`src/rtl/reservoir_sequencer.sv`:
```
// Time-multiplexed LIF reservoir sequencer: injects each 32-bit bitstream word MSB-first,
// strobes one neuron per slot, counts returned spikes and emits one count frame per sample.
module reservoir_sequencer #(
  parameter int N_NEURONS = 10,
  parameter int BITS      = 32,
  parameter int CW        = 6
) (
  input  logic                    clk,
  input  logic                    rst,
  input  logic                    start,
  input  logic                    abort,
  input  logic [15:0]             num_samples,
  input  logic [BITS-1:0]         bitstream_in,
  input  logic                    sample_valid,
  output logic                    sample_ready,
  output logic                    bit_out,
  output logic [N_NEURONS-1:0]    neuron_en,
  input  logic [N_NEURONS-1:0]    spike_in,
  output logic [N_NEURONS*CW-1:0] frame_data,
  output logic                    frame_valid,
  input  logic                    frame_ready,
  output logic                    busy,
  output logic                    done
);

  localparam int BIW = (BITS > 1) ? $clog2(BITS) : 1;
  localparam int SW  = $clog2(N_NEURONS + 1);
  localparam logic [BIW-1:0] LAST_BIT  = BIW'(BITS - 1);
  localparam logic [SW-1:0]  LAST_SLOT = SW'(N_NEURONS);

  typedef enum logic [2:0] {
    S_IDLE,
    S_FETCH,
    S_INJECT,
    S_EMIT,
    S_DONE
  } state_t;

  state_t          state_q, state_d;
  logic [15:0]     nsamp_q, nsamp_d;
  logic [15:0]     samp_cnt_q, samp_cnt_d;
  logic [BITS-1:0] word_q, word_d;
  logic [BIW-1:0]  bit_idx_q, bit_idx_d;
  logic [SW-1:0]   slot_q, slot_d;
  logic [CW-1:0]   cnt_q [N_NEURONS];
  logic [CW-1:0]   cnt_d [N_NEURONS];

  always_ff @(posedge clk or negedge rst) begin
    if (!rst) begin
      state_q    <= S_IDLE;
      nsamp_q    <= '0;
      samp_cnt_q <= '0;
      word_q     <= '0;
      bit_idx_q  <= '0;
      slot_q     <= '0;
      for (int k = 0; k < N_NEURONS; k++) begin
        cnt_q[k] <= '0;
      end
    end else begin
      state_q    <= state_d;
      nsamp_q    <= nsamp_d;
      samp_cnt_q <= samp_cnt_d;
      word_q     <= word_d;
      bit_idx_q  <= bit_idx_d;
      slot_q     <= slot_d;
      for (int k = 0; k < N_NEURONS; k++) begin
        cnt_q[k] <= cnt_d[k];
      end
    end
  end

  always_comb begin
    state_d    = state_q;
    nsamp_d    = nsamp_q;
    samp_cnt_d = samp_cnt_q;
    word_d     = word_q;
    bit_idx_d  = bit_idx_q;
    slot_d     = slot_q;
    for (int k = 0; k < N_NEURONS; k++) begin
      cnt_d[k] = cnt_q[k];
    end

    unique case (state_q)
      S_IDLE: begin
        if (start) begin
          if (num_samples == 16'd0) begin
            state_d = S_DONE;
          end else begin
            nsamp_d    = num_samples;
            samp_cnt_d = '0;
            state_d    = S_FETCH;
          end
        end
      end
      S_FETCH: begin
        if (sample_valid) begin
          word_d    = bitstream_in;
          bit_idx_d = '0;
          slot_d    = '0;
          for (int k = 0; k < N_NEURONS; k++) begin
            cnt_d[k] = '0;
          end
          state_d = S_INJECT;
        end
      end
      S_INJECT: begin
        // A neuron strobed in slot s answers one cycle later, i.e. during slot s+1.
        for (int k = 0; k < N_NEURONS; k++) begin
          if (slot_q == SW'(k + 1) && spike_in[k]) begin
            cnt_d[k] = cnt_q[k] + CW'(1);
          end
        end
        if (slot_q == LAST_SLOT) begin
          slot_d = '0;
          if (bit_idx_q == LAST_BIT) begin
            state_d = S_EMIT;
          end else begin
            bit_idx_d = bit_idx_q + BIW'(1);
          end
        end else begin
          slot_d = slot_q + SW'(1);
        end
      end
      S_EMIT: begin
        if (frame_ready) begin
          samp_cnt_d = samp_cnt_q + 16'd1;
          state_d    = (samp_cnt_d == nsamp_q) ? S_DONE : S_FETCH;
        end
      end
      S_DONE: begin
        state_d = S_IDLE;
      end
      default: begin
        state_d = S_IDLE;
      end
    endcase

    // Abort freezes every register except the state; counts and word stay stale.
    if (abort) begin
      state_d    = S_IDLE;
      nsamp_d    = nsamp_q;
      samp_cnt_d = samp_cnt_q;
      word_d     = word_q;
      bit_idx_d  = bit_idx_q;
      slot_d     = slot_q;
      for (int k = 0; k < N_NEURONS; k++) begin
        cnt_d[k] = cnt_q[k];
      end
    end
  end

  always_comb begin
    sample_ready = (state_q == S_FETCH);
    frame_valid  = (state_q == S_EMIT);
    busy         = (state_q != S_IDLE);
    done         = (state_q == S_DONE);
    bit_out      = 1'b0;
    neuron_en    = '0;
    frame_data   = '0;
    if (state_q == S_INJECT) begin
      bit_out = word_q[LAST_BIT - bit_idx_q];
      for (int k = 0; k < N_NEURONS; k++) begin
        neuron_en[k] = (slot_q == SW'(k));
      end
    end
    if (state_q == S_EMIT) begin
      for (int k = 0; k < N_NEURONS; k++) begin
        frame_data[k*CW +: CW] = cnt_q[k];
      end
    end
  end

endmodule

```
`config.mk`:
```
export PLATFORM = sky130hd
export DESIGN_NAME = reservoir_sequencer
export DESIGN_NICKNAME = d
export VERILOG_FILES = /design/src/rtl/reservoir_sequencer.sv
export SDC_FILE = /design/constraint.sdc
export NUM_CORES = 1
export LEC_CHECK = 0
export CORE_ASPECT_RATIO = 0.7
export CORE_MARGIN = 4
export CORE_UTILIZATION = 57
export CTS_CLUSTER_SIZE = 8
export DETAILED_ROUTE_END_ITERATION = 6
export MAX_ROUTING_LAYER = met4
export PLACE_DENSITY = 0.86
export SYNTH_ARGS = -nofsm -noshare
export SYNTH_HDL_FRONTEND = slang
export SYNTH_SLANG_ARGS = --single-unit
```
`constraint.sdc`:
```
create_clock -name clk -period 6.4 [get_ports clk]
set_clock_uncertainty 0.05 [all_clocks]
set_input_delay 1.28 -clock clk [delete_from_list [all_inputs] [get_ports clk]]
set_output_delay 1.28 -clock clk [all_outputs]
set_load 0.01 [all_outputs]
```
* Word level (Yosys, flattened, before mapping)
Cells that the tools add are included.
** Cells by class
- $add $sub $neg :: 14
- $lt $le $gt $ge :: 1
- Equal/unequal tests :: 37
- Mux-type cells :: 37
- Bitwise operators :: 2
- Reductions and logical operators :: 32
** Operator list (count)
- two-way mux 60 bit :: 2
- one-hot mux 60 bit (2 select lines) :: 1
- adder 6 x 1 -> 6 bit, second input constant :: 10
- two-way mux 6 bit :: 10
- two-way mux 16 bit :: 3
- AND reduction 4 bit :: 11
- one-hot mux 16 bit (2 select lines) :: 1
- != test 2 bit, second input constant :: 15
- two-way mux 3 bit :: 8
- adder 16 x 1 -> 16 bit, second input constant :: 1
- == test 16 bit :: 1
- == test 4 x 3 -> 1 bit, second input constant :: 4
- logical NOT 16 bit :: 1
- two-way mux 5 bit :: 3
- AND reduction 5 bit :: 3
- == test 4 bit, second input constant :: 3
- != test 3 bit, second input constant :: 4
- one-hot mux 3 bit (4 select lines) :: 1
- logical AND 1 bit :: 10
- two-way mux 10 bit :: 1
- one-hot mux 5 bit (2 select lines) :: 1
- == test 4 x 2 -> 1 bit, second input constant :: 2
- two-way mux 4 bit :: 2
- one-hot mux 4 bit (2 select lines) :: 1
- other kinds (19) :: 24
** Storage, ports and cells
- Bits in registers :: 136
- Input bits :: 64
- Output and inout port bits :: 75
- Word-level logic and storage cells :: 139

* Logic depth before layout (Yosys ltp)
- Depth in word-level cells :: 6
- Mapped depth :: 10
- Gate-level depth less buffers :: 9

* Worst setup path before layout
No wires, ideal clock.
- Kind :: reg2out
- Start :: reg bit_idx_q[0]
- End :: out bit_out
- Data arrival time :: 1816 ps
- Slack :: 3254 ps
- Cell stages (with the launch flop) :: 6
- Path buffers :: 1
- Cells stage by stage :: dfrtp_1 -> buf_2 -> mux4_2 -> mux4_2 -> a21oi_1 -> nor2_1
** On the way
- Cells in the longest elaborated chain, start to end :: 4
** RTL lines
- start, declared :: RTL line 43 : logic [BIW-1:0] bit_idx_q, bit_idx_d;
- start signal, assigned :: RTL line 64 : bit_idx_q <= bit_idx_d;
- subtractor 5 bit :: RTL line 161 : bit_out = word_q[LAST_BIT - bit_idx_q];
- binary-select mux 1 bit (select 5 bit) :: RTL line 161
- two-way mux 1 bit (implied by the code) :: RTL line 161
- two-way mux 1 bit :: RTL line 160 : if (state_q == S_INJECT) begin
- end, declared :: RTL line 16 : output logic bit_out,
Every way passes these cells. The select of a mux whose other input is x is not followed.

* Worst setup path after layout
- Start :: reg state_q[0]
- End :: out frame_data[50]
** On the way
- Cells in the longest elaborated chain, start to end :: 2
** RTL lines
- start, declared :: RTL line 39 : state_t state_q, state_d;
- start signal, assigned :: RTL line 60 : state_q <= state_d;
- == test 3 x 2 -> 1 bit :: RTL line 166 : if (state_q == S_EMIT) begin
- two-way mux 60 bit :: RTL line 166
- end, declared :: RTL line 19 : output logic [N_NEURONS*CW-1:0] frame_data,
Every way passes these cells.

==> metrics.txt <==
Distinct cells, synth=65; Post-Synthesis Cells=approximately 750; Fillers=around 850; Cell Pwr Density=about 320 nW/um^2; Critical Path AT=roughly 3.6 ns; critical path peak fanout=55; RSZ-0062 raised after global routing=no; Max Freq=roughly 200 MHz; CP Data Required Time=about 5 ns; final setup vio count=0; Post-CTS Resized=0; Yosys reg bits=136; Mean Syn Cell Area=10.07 sq um; Reg2Reg Capture Point=samp_cnt_q[2]; Area Growth Syn to Fin=26.31%; synth warn=0; status=finished, final reports clean; DRC viols=0; Synth Net Count=between 800 and 900; gr ovfl total=0; post-CTS setup buffers=0; CTS Buffer Depth=2; Num CTS Buffers=17; FF-to-FF path depth=7; WL met3=947 um; synthesized area=approximately 7600 sq um; VDD IR max=0.2452 mV; Seq/Total Area, Yosys=around 45%; Final Instance Area=approximately 9600 sq um; R2R Setup Slk=approximately 2.4 ns; fin crit share=between 70% and 80%; io pins=between 100 and 150; CTS Sinks=approximately 140; crit path time final=4.927 ns; slew margin rel.=22.24%; Routed Antenna Nets=0; clock transition at the registers of the reported paths=approximately 0.060 ns; asr flop ratio synth=100.0%; Max Used Layer=met4; EDFF count, synth=0; HP Class=flop to flop; 1st-iter DRT viols=around 620; vias in the first global route=6304; first-pass GRT wire length=about 33000 um; top post-synthesis cells by area=dfrtp_1, mux2_2, xor2_1; Synth area leader=dfrtp_1; Cell Area, Placed=roughly 9000 sq um; Clk Latency, worst-skew pair=about 0.41 ns; DR vias=approximately 6200; final core occ=75.12%; hold path startpoint=word_q[22]; drt total wl=19270 um; Root Buffer=clkbuf_16; HPWL Detailed=about 13000 um; LEAKAGE=0.004089 uW; DRT met1 WL=about 8500 um; CTS tree=done; worst slew pin tran=~1.2 ns; worst flop-to-flop path startpoint=state_q[0]; die area=15210 sq um; layout net count=948; met2 WL=between 9000 and 10000 um; GRT Overall Usage=a little over a quarter; initial antenna violation count=0; core footprint=roughly 13000 sq um; share of the synthesized area in the top cell type=between 40% and 50%; Hold Path Sink=word_q[22]; hold_buf cts=0; largest net degree at the start of global routing=79; Critical Path End Type=output port; layout cell share with drive strength beyond 1=12.10%; number of diodes=0; DR vias/cell=around 5.9; endpoints failing hold=0; Starting Density=about 59%; Port Buffer Count=roughly 140; number of iterations in the first detailed-routing pass=5; Startpoint Class=flop; H-tree depth=4; Fin Setup TNS=0 ns; wire length per cell=18.42 um; Die Ht=104.4 um; Crit Path Class=flop to output port; Post-synth top flop=dfrtp_1; pins over their slew limit=0; Final GP Congestion=approximately 0.96; Max Cap Viol=0; Cell Rows=34; Hold Path Stages=1; Die W=approximately 150 um
## placed cells by master, fill, tap and decap left out, drive strengths merged, types with 3 or more instances in the layout
| master | synthesis | routed |
|---|---|---|
| clkdlybuf4s50 | 0 | 137 |
| dfrtp | 136 | 136 |
| nor2 | 80 | 80 |
| and2 | 59 | 59 |
| nand2 | 52 | 52 |
| mux2 | 49 | 49 |
| xor2 | 46 | 46 |
| o21ai | 35 | 35 |
| nand4 | 33 | 33 |
| inv | 20 | 26 |
| nand3 | 25 | 25 |
| a21oi | 19 | 19 |
| clkbuf | 21 | 18 |
| and3 | 13 | 13 |
| ha | 13 | 13 |
| xnor2 | 11 | 11 |
| o31ai | 10 | 10 |
| mux2i | 9 | 9 |
| nor2b | 9 | 9 |
| mux4 | 9 | 9 |
| nor3 | 9 | 9 |
| nor4 | 9 | 9 |
| nand2b | 8 | 8 |
| o41ai | 5 | 5 |
| clkinv | 0 | 5 |
| buf | 20 | 5 |
| a211oi | 4 | 4 |
| a21o | 4 | 4 |
| or3 | 3 | 3 |
| a31oi | 3 | 3 |
| a32o | 3 | 3 |
| or2 | 3 | 3 |
| nor3b | 3 | 3 |
## where the power goes
group	internal, uW	switching [uW]
logic	455	394
registers	1070	199
clock network	545	403
## per-stage QoR
stage               hold slack (ns)  worst slack, ns  power [uW]  std cells
floorplan                    0.4054            3.254        1873        751
global placement             0.4359            2.061        2059       1014
detailed placement           0.4456            1.878        2113       1014
CTS                          0.4587            1.459        3078       1046
global route                 0.4643            1.053        3220       1046
finish                       0.4582            1.473        3065       1046
## cell families (layout without fill, tap and decap cells)
kind of cell | after synthesis | after routing | share of synthesized area, %
adder cells (fa/ha/maj) | 13 | 13 | 2.150
XOR/XNOR | 57 | 57 | 6.599
AND/OR/NAND/NOR | 315 | 315 | 21.93
flip-flops | 136 | 136 | 44.99
AO/OA/AOI/OAI | 102 | 102 | 9.031
buffers and inverters | 61 | 194 | 3.639
multiplexers | 67 | 67 | 11.66
## sequential cells by signal, summed over array words and instances, names as in the netlist
| register | count |
|---|---|
| nsamp_q | 16 |
| samp_cnt_q | 16 |
| slot_q | 4 |
| state_q | 3 |
| cnt_q | 60 |
| bit_idx_q | 5 |
| word_q | 32 |
## cells in the mapped netlist, types with 4 or more instances
cell / n
dfrtp_1: 136
nor2_1: 80
and2_1: 57
nand2_1: 52
xor2_1: 46
mux2_2: 39
nand4_1: 33
o21ai_0: 33
nand3_1: 25
clkbuf_1: 21
inv_1: 20
a21oi_1: 18
and3_1: 13
buf_2: 13
ha_1: 13
xnor2_1: 11
mux2_4: 10
o31ai_1: 10
mux2i_1: 9
mux4_2: 9
nor2b_1: 9
nand2b_1: 8
nor3_1: 8
nor4_1: 7
o41ai_1: 5
a211oi_1: 4
a21o_1: 4
buf_6: 4
## how the worst max path moves through the flow
| stage | start | endpoint | slack (ns) | cells after the start |
|---|---|---|---|---|
| floorplan | bit_idx_q[0] | bit_out | 3.25 | 5 |
| global route | state_q[0] | frame_data[26] | 1.05 | 4 |
| finish | state_q[0] | frame_data[50] | 1.47 | 4 |
| CTS | state_q[0] | frame_data[50] | 1.46 | 4 |
| global placement | state_q[0] | frame_data[29] | 2.06 | 4 |
| detailed placement | state_q[0] | frame_data[50] | 1.88 | 4 |
## layer usage
layer | up-vias | track usage [%]
met5 | - | -
met4 | 0 | 6.775
met3 | 24 | 4.399
met2 | 226 | 44.18
met1 | 3083 | 35.12
li1 | 2886 | -
## worst max-delay path: stages (launching register included)
cell             delay [ns]
dfrtp_1                0.55
nand3b_1               0.68
inv_1                  1.13
and2_1                 0.25
clkdlybuf4s50_1        0.56
## cell type report
type / instances / area, sq um / area share, %
multi-input cells: 554 / 3892 / 40.74
repair buffers: 142 / 1413 / 14.78
flip-flops and latches: 136 / 3403 / 35.62
inverters: 20 / 75.07 / 0.7856
clock buffers: 18 / 429.2 / 4.491
clock inverters: 14 / 140.1 / 1.467
well taps: 162 / 202.7 / 2.121
(Power assumes the default switching activity.)
